File: config.mk
export PLATFORM = sky130hd
export DESIGN_NAME = min_frame_sched
export DESIGN_NICKNAME = d
export VERILOG_FILES = /design/src/rtl/min_frame_sched.sv
export SDC_FILE = /design/constraint.sdc
export NUM_CORES = 1
export LEC_CHECK = 0
export ABC_AREA = 1
export ABC_CLOCK_PERIOD_IN_PS = 1600
export CAP_MARGIN = 20
export CORE_UTILIZATION = 46
export CTS_CLUSTER_SIZE = 16
export DETAILED_ROUTE_END_ITERATION = 6
export GPL_ROUTABILITY_DRIVEN = 0
export PLACE_DENSITY = 0.78
export SYNTH_ARGS = -nofsm -noshare
export SYNTH_HDL_FRONTEND = slang
export SYNTH_SLANG_ARGS = --single-unit
File: constraint.sdc
create_clock -name clk -period 1.6 [get_ports clk]
set_input_delay 0.32 -clock clk [delete_from_list [all_inputs] [get_ports clk]]
set_output_delay 0.32 -clock clk [all_outputs]
set_load 0.02 [all_outputs]
File: src/rtl/min_frame_sched.sv
`default_nettype none
// ============================================================================
//  Module   : min_frame_sched
//  Brief    : Sequential minimum finder. One compare step per accepted sample
//             yields the frame minimum, its first position and the frame size.
//  Revision : 1.0  initial release
// ============================================================================
module min_frame_sched #(
    parameter int DATA_W = 8,
    parameter int N      = 3,
    parameter int IDX_W  = 2
) (
    input  logic              clk,
    input  logic              rst_n,
    input  logic              in_valid,
    output logic              in_ready,
    input  logic [DATA_W-1:0] in_data,
    input  logic              in_last,
    output logic              out_valid,
    input  logic              out_ready,
    output logic [DATA_W-1:0] out_min,
    output logic [IDX_W-1:0]  out_idx,
    output logic [IDX_W-1:0]  out_cnt
);

    typedef enum logic [1:0] {
        S_IDLE = 2'd0,
        S_ACC  = 2'd1,
        S_DONE = 2'd2
    } state_t;

    localparam logic [IDX_W-1:0] c_last_pos = IDX_W'(N - 1);
    localparam logic [IDX_W-1:0] c_one      = IDX_W'(1);

    state_t              r_state;
    state_t              w_state_nxt;
    logic [DATA_W-1:0]   r_min;
    logic [DATA_W-1:0]   w_min_nxt;
    logic [IDX_W-1:0]    r_idx;
    logic [IDX_W-1:0]    w_idx_nxt;
    logic [IDX_W-1:0]    r_cnt;
    logic [IDX_W-1:0]    w_cnt_nxt;

    logic                w_acc;
    logic                w_less;
    logic                w_at_last;

    // in_ready depends on state only, so out_ready never reaches it combinationally
    assign in_ready  = (r_state != S_DONE);
    assign w_acc     = in_valid & in_ready;
    assign w_less    = (in_data < r_min);
    assign w_at_last = (r_cnt == c_last_pos);

    assign out_valid = (r_state == S_DONE);
    assign out_min   = r_min;
    assign out_idx   = r_idx;
    assign out_cnt   = r_cnt;

    always_comb begin
        w_state_nxt = r_state;
        w_min_nxt   = r_min;
        w_idx_nxt   = r_idx;
        w_cnt_nxt   = r_cnt;
        case (r_state)
            S_IDLE: begin
                if (w_acc) begin
                    w_min_nxt   = in_data;
                    w_idx_nxt   = '0;
                    w_cnt_nxt   = c_one;
                    w_state_nxt = in_last ? S_DONE : S_ACC;
                end
            end
            S_ACC: begin
                if (w_acc) begin
                    // strict compare: ties keep the earliest position
                    if (w_less) begin
                        w_min_nxt = in_data;
                        w_idx_nxt = r_cnt;
                    end
                    w_cnt_nxt = r_cnt + c_one;
                    if (in_last || w_at_last) begin
                        w_state_nxt = S_DONE;
                    end
                end
            end
            S_DONE: begin
                if (out_ready) begin
                    w_state_nxt = S_IDLE;
                    w_cnt_nxt   = '0;
                end
            end
            default: begin
                w_state_nxt = S_IDLE;
            end
        endcase
    end

    always_ff @(posedge clk) begin
        if (!rst_n) begin
            r_state <= S_IDLE;
            r_min   <= '0;
            r_idx   <= '0;
            r_cnt   <= '0;
        end else begin
            r_state <= w_state_nxt;
            r_min   <= w_min_nxt;
            r_idx   <= w_idx_nxt;
            r_cnt   <= w_cnt_nxt;
        end
    end

endmodule
`default_nettype wire

# Word-level counts from Yosys, hierarchy flattened
# Index checks and enable logic that the tools add are counted.
# word_totals
register_bits,14
latch_bits,0
ram_bits,0
mem_bits_ro,0
inputBits,13
out_inout_bits,14
elab_cells,40
memories,0
# classes
addsub,1
multipliers,0
div,0
order_cmp,1
eq_ne,9
n_shift,0
muxes,17
n_bitwise,1
reduce_logical,7
# op_table
operator,n
2-to-1 mux 8 bit,3
2-to-1 mux 2 bit,10
case mux 8 bit (2 select lines),1
case mux 2 bit (3 select lines),2
AND reduction 4 bit,3
!= test 2 bit (second input constant),5
less-than comparator 8 bit,1
== test 2 bit (second input constant),2
case mux 2 bit (2 select lines),1
nonzero test 3 bit,1
adder 2 x 1 -> 2 bit (second input constant),1
== test 2 x 1 -> 1 bit (second input constant),1
zero test 2 bit,1
!= test 2 x 1 -> 1 bit (second input constant),1
nonzero test 2 bit,1
bitwise AND 1 bit,1
logical OR 1 bit,1

# Logic depth before layout (Yosys ltp)
# Gate-level depths: netlist of run 1.
# depth
word_depth,5
mapped_depth,13
mapped_depth_nobuf,13

# Worst setup path before layout of run 1
# OpenSTA, ideal clock, no wires.
# synth_timing
path_type,register to register
start,"reg r_min[7], in the netlist out_min[7]"
end,"reg r_min[6], in the netlist out_min[6]"
setup_ns,0.115
t_arrival_ns,1.479
required_time_ns,1.485
slack_ns,0.006
stages_incl_launch_ff,12
n_path_buf,1
synth_period_minus_slack_ns,1.594
cell_sequence,dfxtp_1 -> inv_1 -> ha_1 -> nand4_1 -> nand3_1 -> nor2_1 -> nand2_2 -> nand2_4 -> buf_6 -> nand3b_1 -> nand2_1 -> nor2_1
# synth_between
elab_chain_cells,3
# synth_rtl
element,line_no,rtl
"start, declared",37,logic [DATA_W-1:0] r_min;
"start signal, assigned",106,r_min <= w_min_nxt;
less-than comparator 8 bit,51,assign w_less = (in_data < r_min);
!= test 2 bit (no line),n/a,
AND reduction 4 bit (no line),n/a,
# Every way passes these cells.
# A chain may end at the register's enable or synchronous reset.

# Worst setup path after layout of run 1
# layout_timing
start,"reg r_min[5], in the netlist out_min[5]"
end,"reg r_min[0], in the netlist out_min[0]"
# Same word-level chain as after synthesis.

==> impl_metrics.ini, run 1 <==
[clocking]
clock_latency_ns = 0.28
cts.path.max_buffers = 2
numCtsBuffers = 3
cts_root_buf = clkbuf_4
clock_sinks = 14
htree_levels = 1
path_clk_slew_ns = 0.10
cts_tree = built
cts_hold_buffers = 0

[worst_setup_path]
cp_cell_sequence = inv_1 -> ha_4 -> nand2_1 -> nor2_2 -> nand2_2 -> nand2_4 -> nand2_4 -> nand3_1 -> nand2_1 -> nor2_1
endpoint = out_min[0]$_SDFFE_PN0P_
crit_arrival_ns = 1.92
r2r_end = out_min[0]$_SDFFE_PN0P_
regToRegSetupSlack_ns = -0.11
cp_slowest_cell = dfxtp_2
cp.required_ns = 1.81
regToRegStartpoint = out_min[5]$_SDFFE_PN0P_
crit_fanout = 4
cp-startpoint = out_min[5]$_SDFFE_PN0P_
end_kind = flop
r2r_cells = 10
criticalPathCategory = reg2reg
slowest_delay_ns = 0.36
crit_path_start_kind = flop

[min_path]
hp-start = in_data[2]
hp-class = in2reg

[synth]
ys_seq_area_share_pct = 31.2
ys_ff_latch = 14
netlist.area_leader.share_pct = 31.2
ys_warn_count = 0
synth_area_leaders = dfxtp_1 31%, ha_1 11%, nor2_1 11%
syn_area_per_cell_um2 = 6.75
synth_fa_ha_area_share_pct = 11.2
ys_types = 19
synth_compound_gate_area_share_pct = 10.7
synthMuxAreaShare_pct = 0
syn_area_um2 = 897
yosysTopAreaCell = dfxtp_1
synth_top_family_by_area = simple AND/OR/NAND/NOR gates
synthSimpleGateAreaFrac_pct = 33.5
synth_cells = 133
syn_nets = 154
synth_xor_area_share_pct = 0

[final_layout]
instances_no_fill = 197
antenna_cells = 0
area_delta_synth_final_pct = 60.9
fin_nets = 194
fill_cells = 107
drive_above_1_share_pct = 30.2

[power]
switching_share_pct = 38.7
peakVddDrop_mv = 0.839
intPower_uw = 778
p_switching_uw = 491
p_comb_share_pct = 45.1
p_seq_share_pct = 33.6
clock_power_share_pct = 21.3
p_leak_nw = 0.723
power_density_nw_per_um2 = 879

[run_status]
failed_checks = negative setup slack
outcome = finished, violations left

[drt]
drc = 0
avgRoutedWirePerCell_um = 14.4
wirelength_um = 2850
dr.pass1.iters = 5
drtIter0Drc = 15
avgViaCountPerCell = 5.10
vias = 1005
ant_nets = 0

[place]
dp_slack_ns = -0.472
dp_cells = 189
port_buffers = 26
post-dp-hpwl_um = 1530

[sta]
maxSlewViolCount = 0
setup_viol = 1
worst_pin_slew_ns = 0.414
holdWs_ns = 0.446
worst_slack_ns = -0.112
finalSetupTns_ns = -0.112
relSlewSlack_pct = 72.4
fin_crit_sh_pct = 107
hold_viol = 0
finClkSkew_ns = 0.000615
fin_crit_ns = 1.71
fmax_ghz = 0.584

[grt]
overflow = 0
grtUsageTotal_pct = 23.3
grt_pass1_vias = 891
grt_max_degree = 9
grt_pass1_wl_um = 3630
antenna_found_initial = 0

[flow_run]
maxCapViolCount = 0

[die]
die_w_um = 46.2
fp.dieArea_um2 = 2130
die_height_um = 46.2
io_pins = 27
core_um2 = 1780
start_util_pct = 50.3
std_cell_rows = 15
==> critical path: cells and delay by family (launching register included) <==
family | cells | cell delay [ns]
AND/OR/NAND/NOR | 8 | 0.93
flip-flops | 1 | 0.36
adder cells (fa/ha/maj) | 1 | 0.27
buffers and inverters | 1 | 0.07
==> stage by stage <==
stage	area, um^2	utilization, %	total power, mW
floorplan	897	-	0.692
finish	1440	81.0	1.27
detailed placement	1220	68.4	0.860
global placement	1220	68.4	0.849
CTS	1320	73.9	1.16
global route	1440	81.0	1.34
==> metal layers <==
layer  wire length (um)  vias up  track usage (%)
met5                  0        -                0
met4                 55        0             7.06
met3                121        6             2.35
met2               1480       35             38.6
met1               1190      463             31.6
li1                   -      501                -
==> area by class of cell <==
type	instances	area [um^2]	area share, %
Inverter	24	90.1	6.24
Sequential cell	14	289	20.0
Timing Repair Buffer	36	338	23.4
Tap cell	25	31.3	2.17
Multi-Input combinational cell	94	659	45.7
Clock buffer	4	36.3	2.51
==> layout by cell type, fill, tap and decap left out, types with 4 or more instances in the layout <==
master,n
a21oi_2,8
buf_4,10
clkdlybuf4s50_1,10
dfxtp_1,7
dfxtp_2,7
dlygate4sd2_1,8
dlymetal6s2s_1,7
ha_4,5
inv_1,20
nand2_1,20
nand2_2,4
nand3_1,4
nand3b_1,7
nor2_1,23
nor2_2,4
o21ai_0,4
==> power by group through the flow <==
stage                     Sequential (mW)  Combinational [mW]  Clock [mW]
after floorplan                     0.471               0.222           0
after global placement              0.423               0.426           0
final                               0.427               0.572       0.270
after CTS                           0.418               0.482       0.265
after global routing                0.431               0.620       0.291
after detailed placement            0.424               0.437           0
==> state kept, by name, summed over array words and instances, names as in the netlist <==
register	cells
out_cnt	2
out_idx	2
out_min	8
r_state	2
==> synth_stat cells <==
master and count:
nand2_2 1, nor2_1 26, a31oi_1 1, nor2_2 1
nand4_1 2, inv_1 23, ha_1 8, buf_4 1
clkinv_1 1, o21ai_0 4, a21oi_1 10, o22ai_2 1
dfxtp_1 14, nand3b_1 7, nand3_1 4, o21a_1 1
nand2_1 25, nand2_4 1, buf_6 2
==> logic make-up after synthesis <==
group,count (synthesis)
flops,14
fa+ha+maj,8
buf+inv,27
compound gates,17
simple gates,67
==> worst min path at each step <==
| stage | to | slack [ns] | cells past startpoint |
|---|---|---|---|
| final | out_min[2]$_SDFFE_PN0P_ | 0.45 | 4 |
| after global routing | out_min[4]$_SDFFE_PN0P_ | 0.48 | 4 |
| after CTS | out_min[5]$_SDFFE_PN0P_ | 0.50 | 2 |
| after detailed placement | out_min[1]$_SDFFE_PN0P_ | 0.50 | 2 |
| after global placement | out_min[5]$_SDFFE_PN0P_ | 0.49 | 2 |
| after floorplan | out_cnt[0]$_SDFFE_PN0P_ | 0.46 | 2 |
==> what timing repair did <==
action	4_1_cts	5_1_grt
cloned	2	0
pin swaps	7	22
resized for setup	20	33
buffers inserted	0	2
hold endpoints to repair	0	0
setup endpoints to repair	15	16
Power figures use the tool's default switching activity.
==> run 2, diff against run 1 <==
--- a/config.mk
+++ b/config.mk
@@ -8,6 +8,7 @@
 export ABC_AREA = 1
 export ABC_CLOCK_PERIOD_IN_PS = 1600
 export CAP_MARGIN = 20
+export CORE_ASPECT_RATIO = 0.7
 export CORE_UTILIZATION = 46
 export CTS_CLUSTER_SIZE = 16
 export DETAILED_ROUTE_END_ITERATION = 6
==> impl_metrics.ini, run 2 (synthesized netlist as in run 1, its figures left out) <==
[power]
clock_power_share_pct = 21.4
switching_share_pct = 36.5
peakVddDrop_mv = 0.747
p_leak_nw = 0.758
p_switching_uw = 452
p_seq_share_pct = 34.3
power_mw = 1.24
intPower_uw = 786
power_density_nw_per_um2 = 869
p_comb_share_pct = 44.3

[sta]
worst_pin_slew_ns = 0.248
relSlewSlack_pct = 83.5
fmax_ghz = 0.616
hold_viol = 0
fin_crit_ns = 1.62
setup_viol = 1
maxSlewViolCount = 0
worst_slack_ns = -0.0241
fin_crit_sh_pct = 102
finClkSkew_ns = 0.00374
finalSetupTns_ns = -0.0241
rsz0062_at_grt = true

[drt]
avgRoutedWirePerCell_um = 14.1
wirelength_um = 2800
avgViaCountPerCell = 5.13
ant_nets = 0
drc = 0
dr.pass1.iters = 5
drtIter0Drc = 45
vias = 1021

[final_layout]
largest_reg_flops = 8
final_common_cell = nor2_1
antenna_cells = 0
fill_cells = 114
area_delta_synth_final_pct = 58.9
fin_nets = 200
final_core_util_pct = 84.0
drive_above_1_share_pct = 28.1
instances_no_fill = 199
final_cell_mix = 23 x nor2_1, 22 x nand2_1, 20 x inv_1

[die]
io_pins = 27
die_w_um = 54.8
fp.dieArea_um2 = 2130
start_util_pct = 52.9
std_cell_rows = 12
core_um2 = 1700
die_height_um = 39.0

[run_status]
outcome = finished, violations left
failed_checks = negative setup slack

[worst_setup_path]
slowest_delay_ns = 0.36
end_kind = flop
crit_fanout = 8
criticalPathCategory = reg2reg
crit_arrival_ns = 1.81
cp_slowest_cell = dfxtp_2
crit_top_cell = nand2_2
path_delay_family = simple AND/OR/NAND/NOR gates
crit_path_start_kind = flop
cp_cell_sequence = inv_2 -> ha_4 -> nand2_2 -> nor2_1 -> nand2_1 -> nand2_2 -> nand2_4 -> buf_8 -> a21oi_1 -> nor2_2
cp.required_ns = 1.79
cp.buffers_inverters = 2

[clocking]
cts_tree = built
path_clk_slew_ns = 0.09
htree_levels = 1
clock_latency_ns = 0.29
cts.path.max_buffers = 2
numCtsBuffers = 3
clock_sinks = 14
cts_root_buf = clkbuf_4

[grt]
overflow = 0
grtUsageTotal_pct = 27.5
antenna_found_initial = 0
grt_max_degree = 13
grt_pass1_wl_um = 3910
grt_pass1_vias = 930

[min_path]
hp-class = in2reg

[place]
port_buffers = 26
dp_cells = 188
post-dp-hpwl_um = 1770

[flow_run]
maxCapViolCount = 0
## run 2: cell types whose count changed in the layout (fill, tap and decap cells not counted), sizes merged
| cell | before | now |
|---|---|---|
| buf | 10 | 18 |
| dlygate4sd2 | 8 | 12 |
| nand2 | 29 | 27 |
| clkdlybuf4s50 | 10 | 7 |
| dlymetal6s2s | 7 | 6 |
## run 2: per-stage QoR
step / instance area (um^2) / setup slack [ns] / hold slack (ns)
2_1_floorplan: 897 / 0.00618 / 0.458
3_3_place_gp: 1240 / -0.416 / 0.492
3_5_place_dp: 1240 / -0.478 / 0.519
4_1_cts: 1340 / 0.00114 / 0.506
5_1_grt: 1430 / -0.0706 / 0.426
6_report: 1430 / -0.0241 / 0.403
## run 2: power groups by stage
stage          Combinational, mW  Sequential (mW)  Clock, mW
6_report                   0.549            0.424      0.265
3_5_place_dp               0.452            0.425          0
5_1_grt                    0.597            0.428      0.280
2_1_floorplan              0.222            0.471          0
4_1_cts                    0.491            0.419      0.270
3_3_place_gp               0.436            0.422          0
## run 2: area by class of cell
class                   count  area, um^2  area share [%]
flip-flops and latches     14         289            20.3
repair buffers             44         405            28.4
inverters                  24        90.1            6.32
multi-input cells          92         578            40.6
clock buffers               4        36.3            2.55
well taps                  21        26.3            1.84
## run 2: final timing paths
check                                             start                 endpoint  slack [ns]  cells after the start
worst max register to register  out_min[7]$_SDFFE_PN0P_  out_min[4]$_SDFFE_PN0P_       -0.02                     10
worst max-delay path            out_min[7]$_SDFFE_PN0P_  out_min[4]$_SDFFE_PN0P_       -0.02                     10
worst min register to register  out_min[5]$_SDFFE_PN0P_  out_min[5]$_SDFFE_PN0P_        0.53                      2
worst min-delay path                         in_data[2]  out_min[2]$_SDFFE_PN0P_        0.40                      4
## run 2: worst min-delay path, stage by stage
cell and delay [ns]:
dlymetal6s2s_1 0.11, nand3b_1 0.12, nand2_1 0.05, nor2_1 0.07
## run 2: what timing repair did
action / 4_1_cts / 5_1_grt
buffers inserted: 4 / 3
hold endpoints to repair: 0 / 0
setup endpoints to repair: 19 / 15
pin swaps: 11 / 13
hold buffers: 0 / 0
resized for setup: 26 / 24
## run 2: per-layer routing
| metal | part of all wire, % | routed length (um) | track usage [%] |
|---|---|---|---|
| met1 | 44 | 1230 | 30.8 |
| met3 | 7.0 | 196 | 7.06 |
| met5 | 0 | 0 | 0 |
| met4 | 0.68 | 19 | 5.77 |
| met2 | 48 | 1350 | 51.8 |
